<file path="config.mk">
export PLATFORM = sky130hd
export DESIGN_NAME = gate_truth_sequencer
export DESIGN_NICKNAME = d
export VERILOG_FILES = /design/src/rtl/gate_truth_sequencer.sv
export SDC_FILE = /design/constraint.sdc
export NUM_CORES = 1
export LEC_CHECK = 0
export ABC_AREA = 1
export CAP_MARGIN = 20
export CORE_AREA = 2 2 47 49
export CTS_CLUSTER_DIAMETER = 50
export DETAILED_ROUTE_END_ITERATION = 10
export DIE_AREA = 0 0 49 51
export PLACE_DENSITY = 0.91
export RECOVER_POWER = 50
export SETUP_SLACK_MARGIN = 0.02
export SYNTH_ARGS = -nofsm -noshare
export SYNTH_HDL_FRONTEND = slang
export SYNTH_SLANG_ARGS = --single-unit
</file>
<file path="constraint.sdc">
create_clock -name clk -period 4.27 [get_ports clk]
set_input_delay 1.281 -clock clk [delete_from_list [all_inputs] [get_ports clk]]
set_output_delay 1.281 -clock clk [all_outputs]
set_load 0.01 [all_outputs]
</file>
<file path="src/rtl/gate_truth_sequencer.sv">
// gate_truth_sequencer: steps a 2-input gate under test through its four
// input vectors, samples F after a programmable settle time and scores the
// result against an expected truth table.
module gate_truth_sequencer #(
    parameter logic [3:0]  TRUTH         = 4'b1000,
    parameter int unsigned SETTLE_CYCLES = 1
) (
    input  logic       clk,
    input  logic       rst,
    input  logic       start,
    input  logic       abort,
    input  logic       gate_f,
    output logic       gate_a,
    output logic       gate_b,
    output logic       busy,
    output logic       done,
    output logic       pass,
    output logic [3:0] fail_mask,
    output logic [2:0] fail_count,
    output logic [1:0] vec_idx
);

    localparam int unsigned CNT_W = 4;
    localparam int unsigned ST_W  = 2;

    localparam logic [ST_W-1:0] ST_IDLE   = 2'd0;
    localparam logic [ST_W-1:0] ST_SETTLE = 2'd1;
    localparam logic [ST_W-1:0] ST_CHECK  = 2'd2;
    localparam logic [ST_W-1:0] ST_DONE   = 2'd3;

    localparam logic [CNT_W-1:0] SETTLE_LOAD = CNT_W'(SETTLE_CYCLES);
    // With no settle time a freshly applied vector goes straight to CHECK.
    localparam logic [ST_W-1:0]  ST_APPLY    = (SETTLE_CYCLES == 0) ? ST_CHECK : ST_SETTLE;

    logic [ST_W-1:0]  state, state_nxt;
    logic [CNT_W-1:0] cnt, cnt_nxt;
    logic             gate_a_nxt, gate_b_nxt;
    logic             busy_nxt, done_nxt, pass_nxt;
    logic [3:0]       fail_mask_nxt;
    logic [2:0]       fail_count_nxt;
    logic [1:0]       vec_idx_nxt;
    logic [1:0]       vec_inc;
    logic             mismatch;

    assign vec_inc = vec_idx + 2'd1;
    // Case inequality so an unknown F is scored as a mismatch in simulation.
    assign mismatch = (gate_f !== TRUTH[vec_idx]);

    // State and registered outputs, synchronous reset.
    always_ff @(posedge clk) begin
        if (rst) begin
            state      <= ST_IDLE;
            cnt        <= '0;
            gate_a     <= 1'b0;
            gate_b     <= 1'b0;
            busy       <= 1'b0;
            done       <= 1'b0;
            pass       <= 1'b0;
            fail_mask  <= '0;
            fail_count <= '0;
            vec_idx    <= '0;
        end else begin
            state      <= state_nxt;
            cnt        <= cnt_nxt;
            gate_a     <= gate_a_nxt;
            gate_b     <= gate_b_nxt;
            busy       <= busy_nxt;
            done       <= done_nxt;
            pass       <= pass_nxt;
            fail_mask  <= fail_mask_nxt;
            fail_count <= fail_count_nxt;
            vec_idx    <= vec_idx_nxt;
        end
    end

    // Next-state and next-output logic; abort outranks start in every state.
    always_comb begin
        state_nxt      = state;
        cnt_nxt        = cnt;
        gate_a_nxt     = gate_a;
        gate_b_nxt     = gate_b;
        pass_nxt       = pass;
        fail_mask_nxt  = fail_mask;
        fail_count_nxt = fail_count;
        vec_idx_nxt    = vec_idx;

        if (abort) begin
            state_nxt      = ST_IDLE;
            cnt_nxt        = '0;
            gate_a_nxt     = 1'b0;
            gate_b_nxt     = 1'b0;
            pass_nxt       = 1'b0;
            fail_mask_nxt  = '0;
            fail_count_nxt = '0;
            vec_idx_nxt    = '0;
        end else begin
            case (state)
                ST_IDLE, ST_DONE: begin
                    if (start) begin
                        state_nxt      = ST_APPLY;
                        cnt_nxt        = SETTLE_LOAD;
                        gate_a_nxt     = 1'b0;
                        gate_b_nxt     = 1'b0;
                        pass_nxt       = 1'b0;
                        fail_mask_nxt  = '0;
                        fail_count_nxt = '0;
                        vec_idx_nxt    = '0;
                    end
                end
                ST_SETTLE: begin
                    cnt_nxt = cnt - CNT_W'(1);
                    if (cnt <= CNT_W'(1)) begin
                        state_nxt = ST_CHECK;
                    end
                end
                ST_CHECK: begin
                    if (mismatch) begin
                        fail_mask_nxt[vec_idx] = 1'b1;
                        fail_count_nxt         = fail_count + 3'd1;
                    end
                    if (vec_idx != 2'd3) begin
                        state_nxt   = ST_APPLY;
                        cnt_nxt     = SETTLE_LOAD;
                        vec_idx_nxt = vec_inc;
                        gate_a_nxt  = vec_inc[1];
                        gate_b_nxt  = vec_inc[0];
                    end else begin
                        state_nxt = ST_DONE;
                        pass_nxt  = (fail_count_nxt == 3'd0);
                    end
                end
                default: begin
                    state_nxt = ST_IDLE;
                end
            endcase
        end

        busy_nxt = (state_nxt == ST_SETTLE) || (state_nxt == ST_CHECK);
        done_nxt = (state_nxt == ST_DONE);
    end

endmodule
</file>
# [Word level (Yosys, flattened, before mapping)]
# Cells that the tools add are included.
[classes] n_addsub=3 n_lt_le_gt_ge=3 eq_ne=12 muxes=30 bitwise_logic=1 n_reduce_logical=12
[ops] op="2-to-1 mux 4 bit" n=4
[ops] op="2-to-1 mux 2 bit" n=6
[ops] op="2-to-1 mux 3 bit" n=4
[ops] op="one-hot mux 4 bit (3 select lines)" n=1
[ops] op="inequality test 2 bit (second input constant)" n=5
[ops] op="AND reduction 3 bit" n=3
[ops] op="== test 2 bit (second input constant)" n=4
[ops] op="one-hot mux 4 bit (2 select lines)" n=1
[ops] op="2-to-1 mux 1 bit" n=6
[ops] op="one-hot mux 1 bit (2 select lines)" n=3
[ops] op="one-hot mux 2 bit (3 select lines)" n=1
[ops] op="one-hot mux 3 bit (2 select lines)" n=1
[ops] op="== test 2 x 1 -> 1 bit (second input constant)" n=2
[ops] op="less-or-equal comparator 4 x 1 -> 1 bit (second input constant)" n=1
[ops] op="OR 4 bit" n=1
[ops] op="one-hot mux 2 bit (2 select lines)" n=1
[ops] op="AND reduction 2 bit" n=2
[ops] op="OR reduction 2 bit" n=2
[ops] op="subtractor 4 x 1 -> 4 bit (second input constant)" n=1
[ops] op="adder 3 x 1 -> 3 bit (second input constant)" n=1
[ops] op="logical NOT 3 bit" n=1
[ops] op="< comparator 2 x 3 -> 1 bit (second input constant)" n=1
[ops] op="adder 2 x 1 -> 2 bit (second input constant)" n=1
[ops] op="binary-select mux 1 bit (select 2 bit)" n=1
[ops] op="7 further kinds" n=7
[totals] reg_bits=20 out_inout_bits=14

# [Depth between registers and ports, before layout]
[depth] depth_word=9 mapped_depth=11 ltp_nobuf=11

# [Least setup slack after synthesis]
# Ideal clock, no wire load.
[synth_path] path_type="in2reg" from="input start" to="register busy" setup_ns=0.109 t_arrival_ns=2.028 required_ns=4.161 path_slack_ns=2.133 cell_stages=7 n_path_buf=0 cell_sequence="nor2_4 nor2_4 a21oi_1 nor2_1 ha_1 inv_1 nor2_1"
[synth_between] elab_chain_len=5
[synth_rtl] item="start: declaration" line_no="10" rtl="input logic start,"
[synth_rtl] item="2-to-1 mux 2 bit (*)" line_no="99" rtl="if (start) begin"
[synth_rtl] item="one-hot mux 2 bit (3 select lines) (*)" line_no="97" rtl="case (state)"
[synth_rtl] item="2-to-1 mux 2 bit (*)" line_no="87" rtl="if (abort) begin"
[synth_rtl] item="via state_nxt[0]" line_no="35" rtl="logic [ST_W-1:0] state, state_nxt;"
[synth_rtl] item="== test 2 x 1 -> 1 bit / == test 2 bit (equally long branches)" line_no="138" rtl="busy_nxt = (state_nxt == ST_SETTLE) || (state_nxt == ST_CHECK);"
[synth_rtl] item="logical OR 1 bit (*)" line_no="138"
[synth_rtl] item="via busy_nxt" line_no="38" rtl="logic busy_nxt, done_nxt, pass_nxt;"
[synth_rtl] item="end signal: assignment" line_no="67" rtl="busy <= busy_nxt;"
[synth_rtl] item="end: declaration" line_no="15" rtl="output logic busy,"
# The timed path passes the listed nets; every way through them passes the cells marked *.
# A chain may end at the register's enable or synchronous reset.

==> impl_metrics.json <==
{
  "internal_power_w": 0.000241,
  "fp.dieW_um": 49,
  "gp_congestion": 0.841,
  "avgRoutedWirePerCell_um": 10.6,
  "ios": 19,
  "worstHoldStart": "fail_mask[3]",
  "drt.antenna.violating_nets": 0,
  "cts_num_sinks": 18,
  "synth.distinct_cells": 21,
  "cts.reportedPaths.clkPinSlew_ns": 0.10,
  "grt.total_usage_pct": 17.9,
  "setup-violations-final": 0,
  "synthesis.nets": 153,
  "largest_net_degree_at_the_start_of_global_routing": 11,
  "critical_path.startpoint_type": "flop",
  "worst_skew_pair.late_latency_ns": 0.30,
  "worst-endpoint-arrival_ns": 1.31,
  "netlist_area_mm2": 0.00103,
  "r2r_slack_ns": 2.46,
  "syn_to_final_growth_pct": 21.8,
  "setup-tns-final_ns": 0,
  "timing.final.crit_share_pct": 60.6,
  "path_cells": "clkdlybuf4s50_1",
  "power_frac_seq_pct": 53.5,
  "grt_antenna_before_repair": 0,
  "maxSlewViolCount": 0,
  "timing.hold.worst_path_depth": 2,
  "synth.top_cells.by_area": "sky130_fd_sc_hd__dfxtp_1 (35%), sky130_fd_sc_hd__ha_1 (12%), sky130_fd_sc_hd__nand2_1 (11%), sky130_fd_sc_hd__inv_1 (6.6%), sky130_fd_sc_hd__a21oi_1 (5.4%)",
  "synth_top_cell_area_share_pct": 35.1,
  "p_switching_w": 0.0000836,
  "postCtsSetupRepairBufs": 0,
  "routed_wl_um": 1960,
  "drcViolationCount": 0,
  "seqCellArea_um2": 360,
  "finalNetCount": 174,
  "drive_gt1_share_pct": 13.9,
  "drt_iter0_markers": 11,
  "grt_pass1_vias": 908,
  "top_cell_types_by_occurrence_after_synthesis": "sky130_fd_sc_hd__nand2_1 (29), sky130_fd_sc_hd__dfxtp_1 (18), sky130_fd_sc_hd__inv_1 (18)",
  "worst-setup-path-type": "flop to output port",
  "worst-endpoint-required_ns": 2.99,
  "floorplan_die_area_mm2": 0.00250,
  "timing.final.hold_violations": 0,
  "cts_hold_repair.buffers": 0,
  "p_clk_share_pct": 32.7,
  "yosys.cell_count.top_type": "sky130_fd_sc_hd__nand2_1",
  "syn-mean-instance-area_um2": 7.43,
  "count_of_buffers_inserted_at_the_top_level_ports": 18,
  "dr_total_vias": 901,
  "total_leakage_power_nw": 0.514,
  "min_period_ns": 2.59,
  "worst_path_dominant_cell_family": "buffers and inverters",
  "synth_seq_cells": 18,
  "gate_power_share_pct": 13.8,
  "p_per_area_mw_per_mm2": 260,
  "firstDrtPassIters": 4,
  "grt_pass1_wl_um": 3380,
  "unrepaired_setup_endpoints_after_global_routing": "false",
  "cap_violations": 0,
  "power.share.switching_pct": 25.8,
  "tightestPinTransition_ns": 0.471,
  "critPathBufInv": 1,
  "synth_top_area_cell": "sky130_fd_sc_hd__dfxtp_1",
  "hpwl_um": 1590,
  "multi_input_area_um2": 548,
  "globalRouteOverflowTotal": 0,
  "tritoncts_clock_tree": "yes",
  "max_stage_delay_ns": 0.57,
  "yosys_warnings": 0,
  "finalClockSkew_ns": 0.00308,
  "endpoint_kind": "output port",
  "cts-root-buf": "sky130_fd_sc_hd__clkbuf_4",
  "n_fill_cell": 182,
  "slowest_cell_on_crit_path": "sky130_fd_sc_hd__clkdlybuf4s50_1",
  "peakVddDrop_uv": 200,
  "run_status": "completed",
  "worstReg2RegEnd": "busy",
  "slew_headroom_pct": 68.2,
  "start_util_pct": 49.7,
  "ctsLongestPathBuffers": 2,
  "cts-htree-levels": 1,
  "ff2ff_path_depth": 11,
  "std_cell_rows": 17,
  "largest_fanout_on_the_critical_path": 6,
  "synth_ff_type": "sky130_fd_sc_hd__dfxtp_1",
  "max_clock_freq_mhz": 386,
  "n_antenna_cell": 0,
  "utilization_pct": 60.6,
  "fp.dieH_um": 51,
  "route.detailed.vias_per_inst": 4.84,
  "timing.rr.start": "cnt[0]",
  "cts-buffers-inserted": 3,
  "synthArstFlopShare_pct": 0,
  "fp.coreArea_mm2": 0.00206,
  "min_delay_worst_endpoint": "fail_mask[3]",
  "postCtsResizedCells": 0,
  "synth-seq-area-share_pct": 35.1,
  "synth_enable_flop_cells": 0,
  "synth_cells": 138,
  "min_path_type": "flop to flop"
}
worst max path at each step:
stage,cells past startpoint,from,slack [ns],endpoint
final,1,vec_idx[0],1.68,gate_b
after global routing,1,vec_idx[0],1.63,vec_idx[0]
after CTS,1,vec_idx[0],1.67,gate_b
after detailed placement,9,start,1.56,busy
after global placement,8,start,1.59,busy
after floorplan,7,start,2.13,busy
metal layers:
metal  GRT usage [%]  wire [um]
met4            10.0         38
met1            17.1        826
met5               0          0
met2            34.2       1010
met3            5.26         86
stage by stage:
step / setup WS [ns] / total power [W] / hold slack, ns / std cells / instance area (um^2)
after global routing: 1.63 / 0.000341 / 0.482 / 186 / 1250
after floorplan: 2.13 / 0.000211 / 0.453 / 138 / 1030
after global placement: 1.59 / 0.000222 / 0.438 / 182 / 1230
after CTS: 1.67 / 0.000329 / 0.456 / 186 / 1260
after detailed placement: 1.56 / 0.000224 / 0.440 / 182 / 1230
final: 1.68 / 0.000325 / 0.455 / 186 / 1250
sequential cells by signal, indices dropped and copies added, names as in the netlist:
register    cells
cnt             4
fail_mask       4
fail_count      3
state           2
busy            1
done            1
gate_a          1
pass            1
vec_idx         1
cells by family (layout without fill, tap and decap cells):
kind of cell               after synthesis  after routing  share of synthesized area, %
buffers and inverters                   26             46                          10.2
DFF                                     18             18                          35.1
and+or+nand+nor                         61             61                          27.8
AOI/OAI and AO/OA                       20             20                          11.3
xor gates and xnor gates                 3              3                          3.29
adders and majority gates               10             10                          12.2
cells in the final DEF (no fill, tap or decap):
cell type / instances
sky130_fd_sc_hd__clkdlybuf4s50_1: 15
sky130_fd_sc_hd__a211oi_2: 1
sky130_fd_sc_hd__nand2_1: 31
sky130_fd_sc_hd__xor2_2: 1
sky130_fd_sc_hd__nor2_4: 2
sky130_fd_sc_hd__nor3_2: 1
sky130_fd_sc_hd__xnor2_1: 2
sky130_fd_sc_hd__o21ai_0: 4
sky130_fd_sc_hd__nand2_2: 5
sky130_fd_sc_hd__o21ai_2: 1
sky130_fd_sc_hd__o21ai_1: 1
sky130_fd_sc_hd__clkinv_1: 1
sky130_fd_sc_hd__a21oi_2: 1
sky130_fd_sc_hd__a21oi_1: 11
sky130_fd_sc_hd__inv_1: 18
sky130_fd_sc_hd__a31oi_1: 1
sky130_fd_sc_hd__dlygate4sd3_1: 3
sky130_fd_sc_hd__nor2_1: 15
sky130_fd_sc_hd__nand3_1: 6
sky130_fd_sc_hd__dfxtp_1: 18
sky130_fd_sc_hd__nor2_2: 1
sky130_fd_sc_hd__clkbuf_4: 3
sky130_fd_sc_hd__clkbuf_8: 1
sky130_fd_sc_hd__inv_2: 5
sky130_fd_sc_hd__ha_1: 10
final cells by class:
| type | count | area share [%] |
|---|---|---|
| clock buffers | 4 | 2.90 |
| multi-input cells | 94 | 43.8 |
| repair buffers | 18 | 14.4 |
| inverters | 24 | 7.21 |
| flip-flops and latches | 18 | 28.8 |
| well taps | 28 | 2.80 |
power by group through the flow:
stage	combinational, W	sequential (W)	clock (W)
6_report	0.0000447	0.000174	0.000106
5_1_grt	0.0000502	0.000174	0.000116
4_1_cts	0.0000470	0.000174	0.000109
3_5_place_dp	0.0000466	0.000178	0
3_3_place_gp	0.0000448	0.000177	0
2_1_floorplan	0.0000333	0.000178	0
No activity file was read; power rests on OpenSTA's default activity.
